File: config.mk
export PLATFORM = sky130hd
export DESIGN_NAME = hazard_stall_controller_flat
export DESIGN_NICKNAME = d
export VERILOG_FILES = /design/src/rtl/hazard_stall_if.sv /design/src/rtl/hazard_stall_controller.sv /design/src/flat_wrapper.sv
export SDC_FILE = /design/constraint.sdc
export NUM_CORES = 1
export LEC_CHECK = 0
export BUFFER_PORTS_ARGS = -buffer_cell sky130_fd_sc_hd__buf_2
export CAP_MARGIN = 20
export CORE_ASPECT_RATIO = 1.4
export CORE_MARGIN = 4
export CORE_UTILIZATION = 52
export DETAILED_ROUTE_END_ITERATION = 7
export PLACE_DENSITY = 0.89
export SLEW_MARGIN = 20
export SYNTH_ARGS = -nofsm -noshare
export SYNTH_HDL_FRONTEND = slang
export SYNTH_SLANG_ARGS = --single-unit
File: constraint.sdc
create_clock -name clk -period 2.35 [get_ports clk]
set_clock_uncertainty 0.1 [all_clocks]
set_input_delay 0.3525 -clock clk [delete_from_list [all_inputs] [get_ports clk]]
set_output_delay 0.3525 -clock clk [all_outputs]
set_load 0.02 [all_outputs]
File: src/rtl/hazard_stall_if.sv
// Pipeline hazard/sequencing bus between the datapath (master) and the
// hazard/stall controller (slave). The master presents hazard-relevant
// fields of the ID, EX and MEM stages. The slave returns the register enables,
// the flushes and the statistics.
interface hazard_stall_if #(
  parameter int REG_W = 3,
  parameter int CNT_W = 16
);
  logic [REG_W-1:0] ID_RegRs;
  logic [REG_W-1:0] ID_RegRt;
  logic             ID_uses_Rt;
  logic             EX_MemRead;
  logic [REG_W-1:0] EX_RegRt;
  logic             branch_taken;
  logic             mem_req;
  logic             mem_ready;

  logic             PC_write;
  logic             IF_ID_write;
  logic             IF_ID_flush;
  logic             ID_EX_flush;
  logic             EX_MEM_hold;
  logic             pc_sel_branch;
  logic             mem_timeout;
  logic [CNT_W-1:0] stall_count;
  logic [CNT_W-1:0] flush_count;

  modport master (
    output ID_RegRs, ID_RegRt, ID_uses_Rt, EX_MemRead, EX_RegRt,
           branch_taken, mem_req, mem_ready,
    input  PC_write, IF_ID_write, IF_ID_flush, ID_EX_flush, EX_MEM_hold,
           pc_sel_branch, mem_timeout, stall_count, flush_count
  );

  modport slave (
    input  ID_RegRs, ID_RegRt, ID_uses_Rt, EX_MemRead, EX_RegRt,
           branch_taken, mem_req, mem_ready,
    output PC_write, IF_ID_write, IF_ID_flush, ID_EX_flush, EX_MEM_hold,
           pc_sel_branch, mem_timeout, stall_count, flush_count
  );
endinterface

File: src/rtl/hazard_stall_controller.sv
// Pipeline sequencing controller for the 5-stage, 8-register CPU.
// Resolves load-use hazards with a single bubble, freezes the back of the pipe
// while a data-memory access is outstanding, flushes on taken branches, and
// keeps saturating stall/flush statistics plus a sticky memory-timeout flag.
// Control outputs are combinational from state and inputs so the pipe reacts
// in the same cycle the condition appears.
module hazard_stall_controller #(
  parameter int REG_W       = 3,
  parameter int CNT_W       = 16,
  parameter int MEM_TIMEOUT = 15
) (
  input  logic          clk,
  input  logic          rst_n,
  hazard_stall_if.slave bus
);

  localparam int WAIT_W     = (MEM_TIMEOUT < 1) ? 1 : $clog2(MEM_TIMEOUT + 1);
  localparam bit TIMEOUT_EN = (MEM_TIMEOUT != 0);

  typedef enum logic [1:0] {
    RUN      = 2'd0,
    MEM_WAIT = 2'd1,
    ERROR    = 2'd2
  } state_t;

  state_t            state;
  logic [WAIT_W-1:0] wait_cnt;
  logic [CNT_W-1:0]  stall_cnt;
  logic [CNT_W-1:0]  flush_cnt;
  logic              timeout_flag;

  logic pc_write, if_id_write, if_id_flush, id_ex_flush, ex_mem_hold, pc_sel;
  logic freeze_start;   // RUN-state access that did not complete this cycle
  logic branch_fire;    // branch honoured (counted) this cycle
  logic load_use_hit;

  // r0 is hard-wired zero, so a load "into" r0 never creates a real dependency.
  assign load_use_hit = bus.EX_MemRead && (bus.EX_RegRt != {REG_W{1'b0}}) &&
                        ((bus.EX_RegRt == bus.ID_RegRs) ||
                         (bus.ID_uses_Rt && (bus.EX_RegRt == bus.ID_RegRt)));

  // Same-cycle control decode: memory freeze > branch flush > load-use stall.
  always_comb begin
    // NOTE: every signal gets a default before the case so no path leaves it
    // unassigned; otherwise synthesis would infer a latch to hold the old value.
    pc_write     = 1'b1;
    if_id_write  = 1'b1;
    if_id_flush  = 1'b0;
    id_ex_flush  = 1'b0;
    ex_mem_hold  = 1'b0;
    pc_sel       = 1'b0;
    freeze_start = 1'b0;
    branch_fire  = 1'b0;
    if (!rst_n) begin
      // Hold fetch and drain bubbles into the pipe while reset is asserted.
      pc_write    = 1'b0;
      if_id_write = 1'b0;
      if_id_flush = 1'b1;
      id_ex_flush = 1'b1;
    end else begin
      unique case (state)
        RUN: begin
          if (bus.mem_req && !bus.mem_ready) begin
            pc_write     = 1'b0;
            if_id_write  = 1'b0;
            ex_mem_hold  = 1'b1;
            freeze_start = 1'b1;
          end else if (bus.branch_taken) begin
            // The ID instruction is discarded, so any load-use stall is moot.
            pc_sel      = 1'b1;
            if_id_flush = 1'b1;
            id_ex_flush = 1'b1;
            branch_fire = 1'b1;
          end else if (load_use_hit) begin
            pc_write    = 1'b0;
            if_id_write = 1'b0;
            id_ex_flush = 1'b1;
          end
        end
        MEM_WAIT: begin
          // Branch/load-use are ignored here; the held stages re-present them.
          if (!bus.mem_ready) begin
            pc_write    = 1'b0;
            if_id_write = 1'b0;
            ex_mem_hold = 1'b1;
          end
        end
        default: begin
          pc_write    = 1'b0;
          if_id_write = 1'b0;
          ex_mem_hold = 1'b1;
        end
      endcase
    end
  end

  // Sequencing state, wait timer, sticky timeout and saturating statistics.
  always_ff @(posedge clk or negedge rst_n) begin
    if (!rst_n) begin
      state        <= RUN;
      wait_cnt     <= '0;
      stall_cnt    <= '0;
      flush_cnt    <= '0;
      timeout_flag <= 1'b0;
    end else begin
      // NOTE: non-blocking assignments so every register samples pre-edge
      // values regardless of statement order inside this block.
      if (!pc_write && (stall_cnt != {CNT_W{1'b1}}))
        stall_cnt <= stall_cnt + CNT_W'(1);
      if (branch_fire && (flush_cnt != {CNT_W{1'b1}}))
        flush_cnt <= flush_cnt + CNT_W'(1);

      unique case (state)
        RUN: begin
          if (freeze_start) begin
            state    <= MEM_WAIT;
            wait_cnt <= WAIT_W'(1);
          end
        end
        MEM_WAIT: begin
          if (bus.mem_ready) begin
            state    <= RUN;
            wait_cnt <= '0;
          end else if (TIMEOUT_EN && (wait_cnt == WAIT_W'(MEM_TIMEOUT))) begin
            state        <= ERROR;
            timeout_flag <= 1'b1;
          end else if (wait_cnt != {WAIT_W{1'b1}}) begin
            wait_cnt <= wait_cnt + WAIT_W'(1);
          end
        end
        default: state <= ERROR;  // only rst_n leaves ERROR
      endcase
    end
  end

  assign bus.PC_write      = pc_write;
  assign bus.IF_ID_write   = if_id_write;
  assign bus.IF_ID_flush   = if_id_flush;
  assign bus.ID_EX_flush   = id_ex_flush;
  assign bus.EX_MEM_hold   = ex_mem_hold;
  assign bus.pc_sel_branch = pc_sel;
  assign bus.mem_timeout   = timeout_flag;
  assign bus.stall_count   = stall_cnt;
  assign bus.flush_count   = flush_cnt;

endmodule

File: src/flat_wrapper.sv
// flat-port wrapper written by rule: the top's interface ports become plain ports
module hazard_stall_controller_flat 
#(
  parameter int REG_W       = 3,
  parameter int CNT_W       = 16,
  parameter int MEM_TIMEOUT = 15
)
  (clk, rst_n, bus_ID_RegRs, bus_ID_RegRt, bus_ID_uses_Rt, bus_EX_MemRead, bus_EX_RegRt, bus_branch_taken, bus_mem_req, bus_mem_ready, bus_PC_write, bus_IF_ID_write, bus_IF_ID_flush, bus_ID_EX_flush, bus_EX_MEM_hold, bus_pc_sel_branch, bus_mem_timeout, bus_stall_count, bus_flush_count);
  hazard_stall_if #(.REG_W(REG_W), .CNT_W(CNT_W)) bus_i ();
  input  logic clk;
  input  logic rst_n;
  input wire logic [$bits(bus_i.ID_RegRs)-1:0] bus_ID_RegRs;
  input wire logic [$bits(bus_i.ID_RegRt)-1:0] bus_ID_RegRt;
  input wire logic [$bits(bus_i.ID_uses_Rt)-1:0] bus_ID_uses_Rt;
  input wire logic [$bits(bus_i.EX_MemRead)-1:0] bus_EX_MemRead;
  input wire logic [$bits(bus_i.EX_RegRt)-1:0] bus_EX_RegRt;
  input wire logic [$bits(bus_i.branch_taken)-1:0] bus_branch_taken;
  input wire logic [$bits(bus_i.mem_req)-1:0] bus_mem_req;
  input wire logic [$bits(bus_i.mem_ready)-1:0] bus_mem_ready;
  output wire logic [$bits(bus_i.PC_write)-1:0] bus_PC_write;
  output wire logic [$bits(bus_i.IF_ID_write)-1:0] bus_IF_ID_write;
  output wire logic [$bits(bus_i.IF_ID_flush)-1:0] bus_IF_ID_flush;
  output wire logic [$bits(bus_i.ID_EX_flush)-1:0] bus_ID_EX_flush;
  output wire logic [$bits(bus_i.EX_MEM_hold)-1:0] bus_EX_MEM_hold;
  output wire logic [$bits(bus_i.pc_sel_branch)-1:0] bus_pc_sel_branch;
  output wire logic [$bits(bus_i.mem_timeout)-1:0] bus_mem_timeout;
  output wire logic [$bits(bus_i.stall_count)-1:0] bus_stall_count;
  output wire logic [$bits(bus_i.flush_count)-1:0] bus_flush_count;
  assign bus_i.ID_RegRs = bus_ID_RegRs;
  assign bus_i.ID_RegRt = bus_ID_RegRt;
  assign bus_i.ID_uses_Rt = bus_ID_uses_Rt;
  assign bus_i.EX_MemRead = bus_EX_MemRead;
  assign bus_i.EX_RegRt = bus_EX_RegRt;
  assign bus_i.branch_taken = bus_branch_taken;
  assign bus_i.mem_req = bus_mem_req;
  assign bus_i.mem_ready = bus_mem_ready;
  assign bus_PC_write = bus_i.PC_write;
  assign bus_IF_ID_write = bus_i.IF_ID_write;
  assign bus_IF_ID_flush = bus_i.IF_ID_flush;
  assign bus_ID_EX_flush = bus_i.ID_EX_flush;
  assign bus_EX_MEM_hold = bus_i.EX_MEM_hold;
  assign bus_pc_sel_branch = bus_i.pc_sel_branch;
  assign bus_mem_timeout = bus_i.mem_timeout;
  assign bus_stall_count = bus_i.stall_count;
  assign bus_flush_count = bus_i.flush_count;
  hazard_stall_controller #(.REG_W(REG_W), .CNT_W(CNT_W), .MEM_TIMEOUT(MEM_TIMEOUT)) u_core (.clk(clk), .rst_n(rst_n), .bus(bus_i));
endmodule
==> reports/qor.tcl, run 1 <==
set qor(fillerInstances) 296
set qor(maxClockFrequency_mhz) 458
set qor(synth_common_cells) {sky130_fd_sc_hd__dfrtp_1 (39), sky130_fd_sc_hd__xnor2_1 (28), sky130_fd_sc_hd__nand2_1 (22)}
set qor(htree_num_levels) 2
set qor(finish.instance_area_mm2) 0.00246
set qor(post-route-min-period_ps) 2180
set qor(design.portCount) 55
set qor(synth_most_common_cell) {sky130_fd_sc_hd__dfrtp_1}
set qor(p_per_area_mw_per_mm2) 881
set qor(core_area_mm2) 0.00368
set qor(setup_viol) 0
set qor(global_route.usage.met3) 0.0541
set qor(numClockSinks) 39
set qor(yosysTopAreaCell) {sky130_fd_sc_hd__dfrtp_1}
set qor(globalRouteOverflowTotal) 0
set qor(insertedDiodeCount) 0
set qor(synth_seq_area_share) 0.488
set qor(use_met1) 0.227
set qor(final_cells) 293
set qor(required_ps) 1900
set qor(route.final.wire_length_um) 4230
set qor(synth_compound_gate_area_share) 0.0638
set qor(syn_avg_cell_area_um2) 10.6
set qor(global_route.peak_usage_layer) {met2}
set qor(critPathKind) {input port to primary output}
set qor(tritoncts) {yes}
set qor(postSynthCellCount) 188
set qor(cts.repair_timing.setup_buffer_count) 0
set qor(synthesis.nets) 207
set qor(placed_area_mm2) 0.00233
set qor(rsz_0062_raised_after_global_routing) {no}
set qor(firstDrtPassIters) 4
set qor(detail-route-antenna-nets) 0
set qor(final_min_period_over_clock_period) 0.929
set qor(area.growth.synth_to_final_pct) 22.8
set qor(critPathMaxFanout) 11
set qor(synth_fa_ha_area_frac) 0.0188
set qor(startpoint_type) {input port}
set qor(grt_pass1_vias) 1571
set qor(synth.mux.area_fraction) 0.00563
set qor(dieArea_mm2) 0.00492
set qor(clk_path_buf_depth) 2
set qor(total_leakage_power_nw) 1.25
set qor(place.gp.congestion) 0.787
set qor(critPathArrivalTime_ps) 1730
set qor(yosys_warnings) 0
set qor(synth-simple-area-share) 0.250
set qor(ys_types) 37
set qor(report.final.slew_viol_count) 0
set qor(worstSetupEndpointType) {primary output}
set qor(met2_usage) 0.341
set qor(worst-r2r-setup-slack_ps) 250
set qor(layout-drive-gt1-share) 0.315
set qor(post_cts_resized) 0
set qor(setup_tns_ps) 0
set qor(number_of_placed_cells_counting_well_taps) 284
set qor(synth-xor-area-share) 0.162
set qor(route.detailed.vias_per_inst) 5.37
set qor(dp_hpwl_um) 3290
set qor(floorplan.initialDensity) 0.544
set qor(cts.hold.buffers_added) 1
set qor(cts-buffers-inserted) 5
set qor(synth_top_family_by_area) {simple AND/OR/NAND/NOR gates}
set qor(grt_usage) 0.198
set qor(proportion_of_netlist_area_held_by_the_largest_area_contributor) 0.488
set qor(grt_first_pass_wirelength_um) 7250
set qor(io_buffer_count) 54
set qor(synth_seq_cells) 39
set qor(synth_async_sr_flop_share) 1.00
set qor(clock_latency_ps) 290
set qor(nets_final) 269
set qor(synthesis.area_mm2) 0.00200
set qor(dominantRegCellSynth) {sky130_fd_sc_hd__dfrtp_1}
set qor(slew_headroom) 0.628
set qor(clk_pin_slew_ps) 70
set qor(fp.dieW_um) 60.4
set qor(worstMarginPinSlew_ps) 553
set qor(footprint_of_the_multi_input_gates_mm2) 0.00100
set qor(cts-root-buf) {sky130_fd_sc_hd__clkbuf_8}
set qor(grt_max_degree) 22
set qor(floorplan.rows) 26
set qor(drcViolationCount) 0
set qor(sequential_cell_area_um2) 976
set qor(ir_drop_mv) 0.684
set qor(max_cap_violations) 0
set qor(wl_per_cell_um) 14.4
set qor(die_h_um) 81.4
set qor(dr_total_vias) 1573
set qor(final-hold-violation-count) 0
set qor(status) {completed}
set qor(min-delay-path-class) {input port to register}
set qor(synthTopCellsByArea) {sky130_fd_sc_hd__dfrtp_1 (49%), sky130_fd_sc_hd__xnor2_1 (12%), sky130_fd_sc_hd__nand2_1 (4.1%)}
set qor(antenna_found_initial) 0
set qor(synth_edf_count) 0
set qor(drt-initial-drc-count) 26
power breakdown:
part	switching [mW]	leakage [nW]	internal, mW
clock	0.230	0.0612	0.343
combinational	0.377	0.671	0.243
sequential	0.176	0.520	0.797
total	0.783	1.25	1.38
registers in the layout, indices dropped and copies added, names as in the netlist:
register,count
u_core.bus.flush_count,16
u_core.bus.mem_timeout,1
u_core.bus.stall_count,16
u_core.state,2
u_core.wait_cnt,4
per-stage QoR:
stage	hold slack (ps)	setup WS [ps]	util	power [mW]
final	232	166	0.668	2.17
after global routing	231	65.7	0.668	2.30
after CTS	232	151	0.668	2.19
after detailed placement	89.2	203	0.634	1.60
after global placement	84.4	251	0.634	1.57
after floorplan	-43.1	278	-	1.37
area by class of cell:
cell class	count	share of cell area
well taps	42	0.0214
repair buffers	58	0.123
flip-flops and latches	39	0.397
clock inverters	2	0.0143
inverters	2	0.00305
multi-input cells	144	0.407
clock buffers	6	0.0336
placed cells by master (no fill, tap or decap), types with 2 or more instances in the layout:
cell,instances
sky130_fd_sc_hd__buf_2,54
sky130_fd_sc_hd__dfrtp_1,39
sky130_fd_sc_hd__xnor2_1,28
sky130_fd_sc_hd__nand2_1,22
sky130_fd_sc_hd__nand3_1,13
sky130_fd_sc_hd__nor2_1,12
sky130_fd_sc_hd__and3_1,10
sky130_fd_sc_hd__xor2_1,9
sky130_fd_sc_hd__nand4_1,7
sky130_fd_sc_hd__clkbuf_8,6
sky130_fd_sc_hd__a21oi_1,5
sky130_fd_sc_hd__nor3_2,5
sky130_fd_sc_hd__nor2b_1,3
sky130_fd_sc_hd__and4_1,3
sky130_fd_sc_hd__ha_1,3
sky130_fd_sc_hd__buf_4,3
sky130_fd_sc_hd__o31ai_1,2
sky130_fd_sc_hd__nand4b_1,2
sky130_fd_sc_hd__nand2b_1,2
sky130_fd_sc_hd__inv_1,2
sky130_fd_sc_hd__or2_2,2
routing by layer:
metal	part of all wire	routed length (um)
met2	0.51	2170
met5	0	0
met3	0.072	304
met1	0.40	1670
met4	0.021	89
worst max-delay path, stage by stage:
cell	delay, ps
sky130_fd_sc_hd__dlygate4sd3_1	520
sky130_fd_sc_hd__buf_2	190
sky130_fd_sc_hd__buf_4	210
sky130_fd_sc_hd__nand2_1	140
sky130_fd_sc_hd__nor2_1	130
sky130_fd_sc_hd__buf_2	190
final timing paths:
check | start | endpoint | depth (start not counted)
worst max-delay path | rst_n | bus_IF_ID_write | 6
worst min-delay path | bus_mem_ready | u_core.state[0] | 2
worst max register to register | u_core.bus.flush_count[0] | u_core.bus.flush_count[15] | 7
worst min register to register | u_core.bus.mem_timeout | u_core.bus.mem_timeout | 1
max in group asynchronous | rst_n | u_core.bus.stall_count[11] | 4
min in group asynchronous | rst_n | u_core.state[1] | 2
cell families after synthesis:
| logic type | after synthesis |
|---|---|
| simple gates | 88 |
| compound gates | 15 |
| buf+inv | 5 |
| xor+xnor | 37 |
| fa+ha+maj | 3 |
| mux | 1 |
| flops | 39 |
Note: power is estimated with default switching activity, not from simulation.
==> run 2, diff against run 1 <==
ABC_AREA = 1   (was unset)
CORE_UTILIZATION = 54   (was 52)
PLACE_DENSITY = 0.9   (was 0.89)
==> reports/qor.tcl, run 2 <==
set qor(status) {completed}
set qor(grt_pass1_vias) 2149
set qor(drt-initial-drc-count) 168
set qor(tritoncts) {yes}
set qor(worstMarginPinSlew_ps) 434
set qor(area.growth.synth_to_final_pct) 18.1
set qor(firstDrtPassIters) 4
set qor(clk_path_buf_depth) 2
set qor(synth_common_cells) {sky130_fd_sc_hd__nand2_1 (90), sky130_fd_sc_hd__inv_1 (41), sky130_fd_sc_hd__dfrtp_1 (39), sky130_fd_sc_hd__nand3_1 (39), sky130_fd_sc_hd__nor2_1 (21)}
set qor(clock_latency_ps) 290
set qor(floorplan.initialDensity) 0.558
set qor(crit_path_cell_trace) {dlygate4sd3_1 -> buf_2 -> buf_6 -> nand2_2 -> inv_1 -> buf_2}
set qor(p_per_area_mw_per_mm2) 425
set qor(final_util) 0.659
set qor(synth_seq_cells) 39
set qor(route.detailed.vias_per_inst) 5.28
set qor(numClockSinks) 39
set qor(grt_usage) 0.208
set qor(min-delay-path-class) {input port to register}
set qor(dp_hpwl_um) 4010
set qor(drcViolationCount) 0
set qor(nets_final) 384
set qor(max_cap_violations) 0
set qor(final_cells) 411
set qor(cts-buffers-inserted) 5
set qor(final_min_period_over_clock_period) 0.925
set qor(startpoint_type) {input port}
set qor(cts.repair_timing.setup_buffer_count) 0
set qor(fp.dieW_um) 63.7
set qor(grt_max_degree) 26
set qor(post-route-min-period_ps) 2170
set qor(design.portCount) 55
set qor(critPathMaxFanout) 11
set qor(cell_family_with_most_cp_delay) {buffers and inverters}
set qor(synth_seq_area_share) 0.416
set qor(dieArea_mm2) 0.00548
set qor(cp_common_cell) {sky130_fd_sc_hd__buf_2}
set qor(worstSetupEndpointType) {primary output}
set qor(grt_first_pass_wirelength_um) 9040
set qor(synth_edf_count) 0
set qor(insertedDiodeCount) 0
set qor(required_ps) 1900
set qor(total_leakage_power_nw) 1.55
set qor(rsz_0062_raised_after_global_routing) {no}
set qor(place.gp.congestion) 0.874
set qor(yosysTopAreaCell) {sky130_fd_sc_hd__dfrtp_1}
set qor(floorplan.rows) 28
set qor(number_of_placed_cells_counting_well_taps) 402
set qor(antenna_found_initial) 0
set qor(critPathArrivalTime_ps) 1720
set qor(setup_viol) 0
set qor(wl_per_cell_um) 12.6
set qor(layout-drive-gt1-share) 0.216
set qor(synthTopCellsByArea) {sky130_fd_sc_hd__dfrtp_1 (42%), sky130_fd_sc_hd__nand2_1 (14%), sky130_fd_sc_hd__nand3_1 (8.3%)}
set qor(synthesis.nets) 323
set qor(htree_num_levels) 2
set qor(commonest_cells_after_routing_fill_and_taps_aside) {sky130_fd_sc_hd__nand2_1 (90), sky130_fd_sc_hd__buf_2 (54), sky130_fd_sc_hd__inv_1 (41)}
set qor(final-hold-violation-count) 0
set qor(io_buffer_count) 54
set qor(clk_pin_slew_ps) 70
set qor(dominantRegCellSynth) {sky130_fd_sc_hd__dfrtp_1}
set qor(route.final.wire_length_um) 5170
set qor(synth_async_sr_flop_share) 1.00
set qor(mostFrequentLayoutCell) {sky130_fd_sc_hd__nand2_1}
set qor(setup_tns_ps) 0
set qor(slew_headroom) 0.709
set qor(maxClockFrequency_mhz) 460
set qor(detail-route-antenna-nets) 0
set qor(globalRouteOverflowTotal) 0
set qor(yosys_warnings) 0
set qor(synth_most_common_cell) {sky130_fd_sc_hd__nand2_1}
set qor(core_area_mm2) 0.00420
set qor(timing.critical_path.buf_inv) 5
set qor(timing.critical_path.slowest_cell_delay_ps) 510
set qor(library_cell_contributing_the_largest_single_delay_on_the_critical_path) {sky130_fd_sc_hd__dlygate4sd3_1}
set qor(postSynthCellCount) 304
set qor(ir_drop_mv) 0.279
set qor(ys_types) 26
set qor(cts-root-buf) {sky130_fd_sc_hd__clkbuf_8}
set qor(report.final.slew_viol_count) 0
set qor(synthesis.area_mm2) 0.00234
set qor(syn_avg_cell_area_um2) 7.71
set qor(critPathKind) {input port to primary output}
set qor(proportion_of_netlist_area_held_by_the_largest_area_contributor) 0.416
set qor(die_h_um) 86.0
set qor(dr_total_vias) 2172
## run 2: layer usage
| layer | vias to the layer above | global-route usage | wire, um |
|---|---|---|---|
| met3 | 12 | 0.0550 | 283 |
| li1 | 1079 | - | - |
| met4 | 0 | 0.0923 | 102 |
| met1 | 1016 | 0.221 | 1980 |
| met2 | 65 | 0.381 | 2800 |
| met5 | - | 0 | 0 |
## run 2: kinds of logic (layout without fill, tap and decap cells)
logic type                 count (synthesis)  after routing  synth area share
adders and majority gates                  3              3            0.0160
AOI/OAI and AO/OA                          8              8            0.0224
xor gates and xnor gates                  30             30             0.112
and+or+nand+nor                          176            176             0.349
DFF                                       39             39             0.416
buffers and inverters                     48            110            0.0843
## run 2: power by group
part / switching, mW / internal [mW] / total, mW
Combinational: 0.0412 / 0.0244 / 0.0656
Clock: 0.233 / 0.207 / 0.440
Sequential: 0.000872 / 0.671 / 0.672
Total: 0.275 / 0.903 / 1.18
## run 2: worst paths after layout
path	startpoint	end	slack [ps]	cells past startpoint
min in group asynchronous	rst_n	u_core.wait_cnt[0]	340	2
setup reg to reg	u_core.bus.stall_count[0]	u_core.bus.stall_count[0]	330	7
hold / removal	bus_mem_ready	u_core.wait_cnt[3]	220	2
max in group asynchronous	rst_n	u_core.bus.flush_count[8]	1230	3
setup / recovery	rst_n	bus_IF_ID_write	180	6
hold reg to reg	u_core.bus.mem_timeout	u_core.bus.mem_timeout	370	2
## run 2: timing repair
action | CTS | global route
hold endpoints to repair | 5 | 0
endpoints found under the setup margin | 0 | 2
gates resized for setup | 0 | 2
hold buffers | 1 | 0
## run 2: metrics by stage
step	setup WS (ps)	area, um2	hold slack (ps)	power, mW
after floorplan	322	2340	-43.1	0.710
final	175	2770	215	1.18
after detailed placement	351	2670	115	0.750
after CTS	96.6	2760	214	1.19
after global routing	18.3	2770	226	1.23
after global placement	384	2670	110	0.748
## run 2: cell type report
type,count,area [um2]
repair buffers,59,314
clock inverters,2,12.5
inverters,43,161
flip-flops and latches,39,976
fillers,360,1440
well taps,45,56.3
multi-input cells,217,1180
clock buffers,6,72.6
## run 2: worst reg2reg max path, cell delays in order (launching register included)
cell and delay (ps):
sky130_fd_sc_hd__dfrtp_1 410, sky130_fd_sc_hd__ha_1 220, sky130_fd_sc_hd__inv_1 90, sky130_fd_sc_hd__nor4_4 370, sky130_fd_sc_hd__nand4_4 330, sky130_fd_sc_hd__nand2_4 290
sky130_fd_sc_hd__nand2_1 90, sky130_fd_sc_hd__nand2_1 60
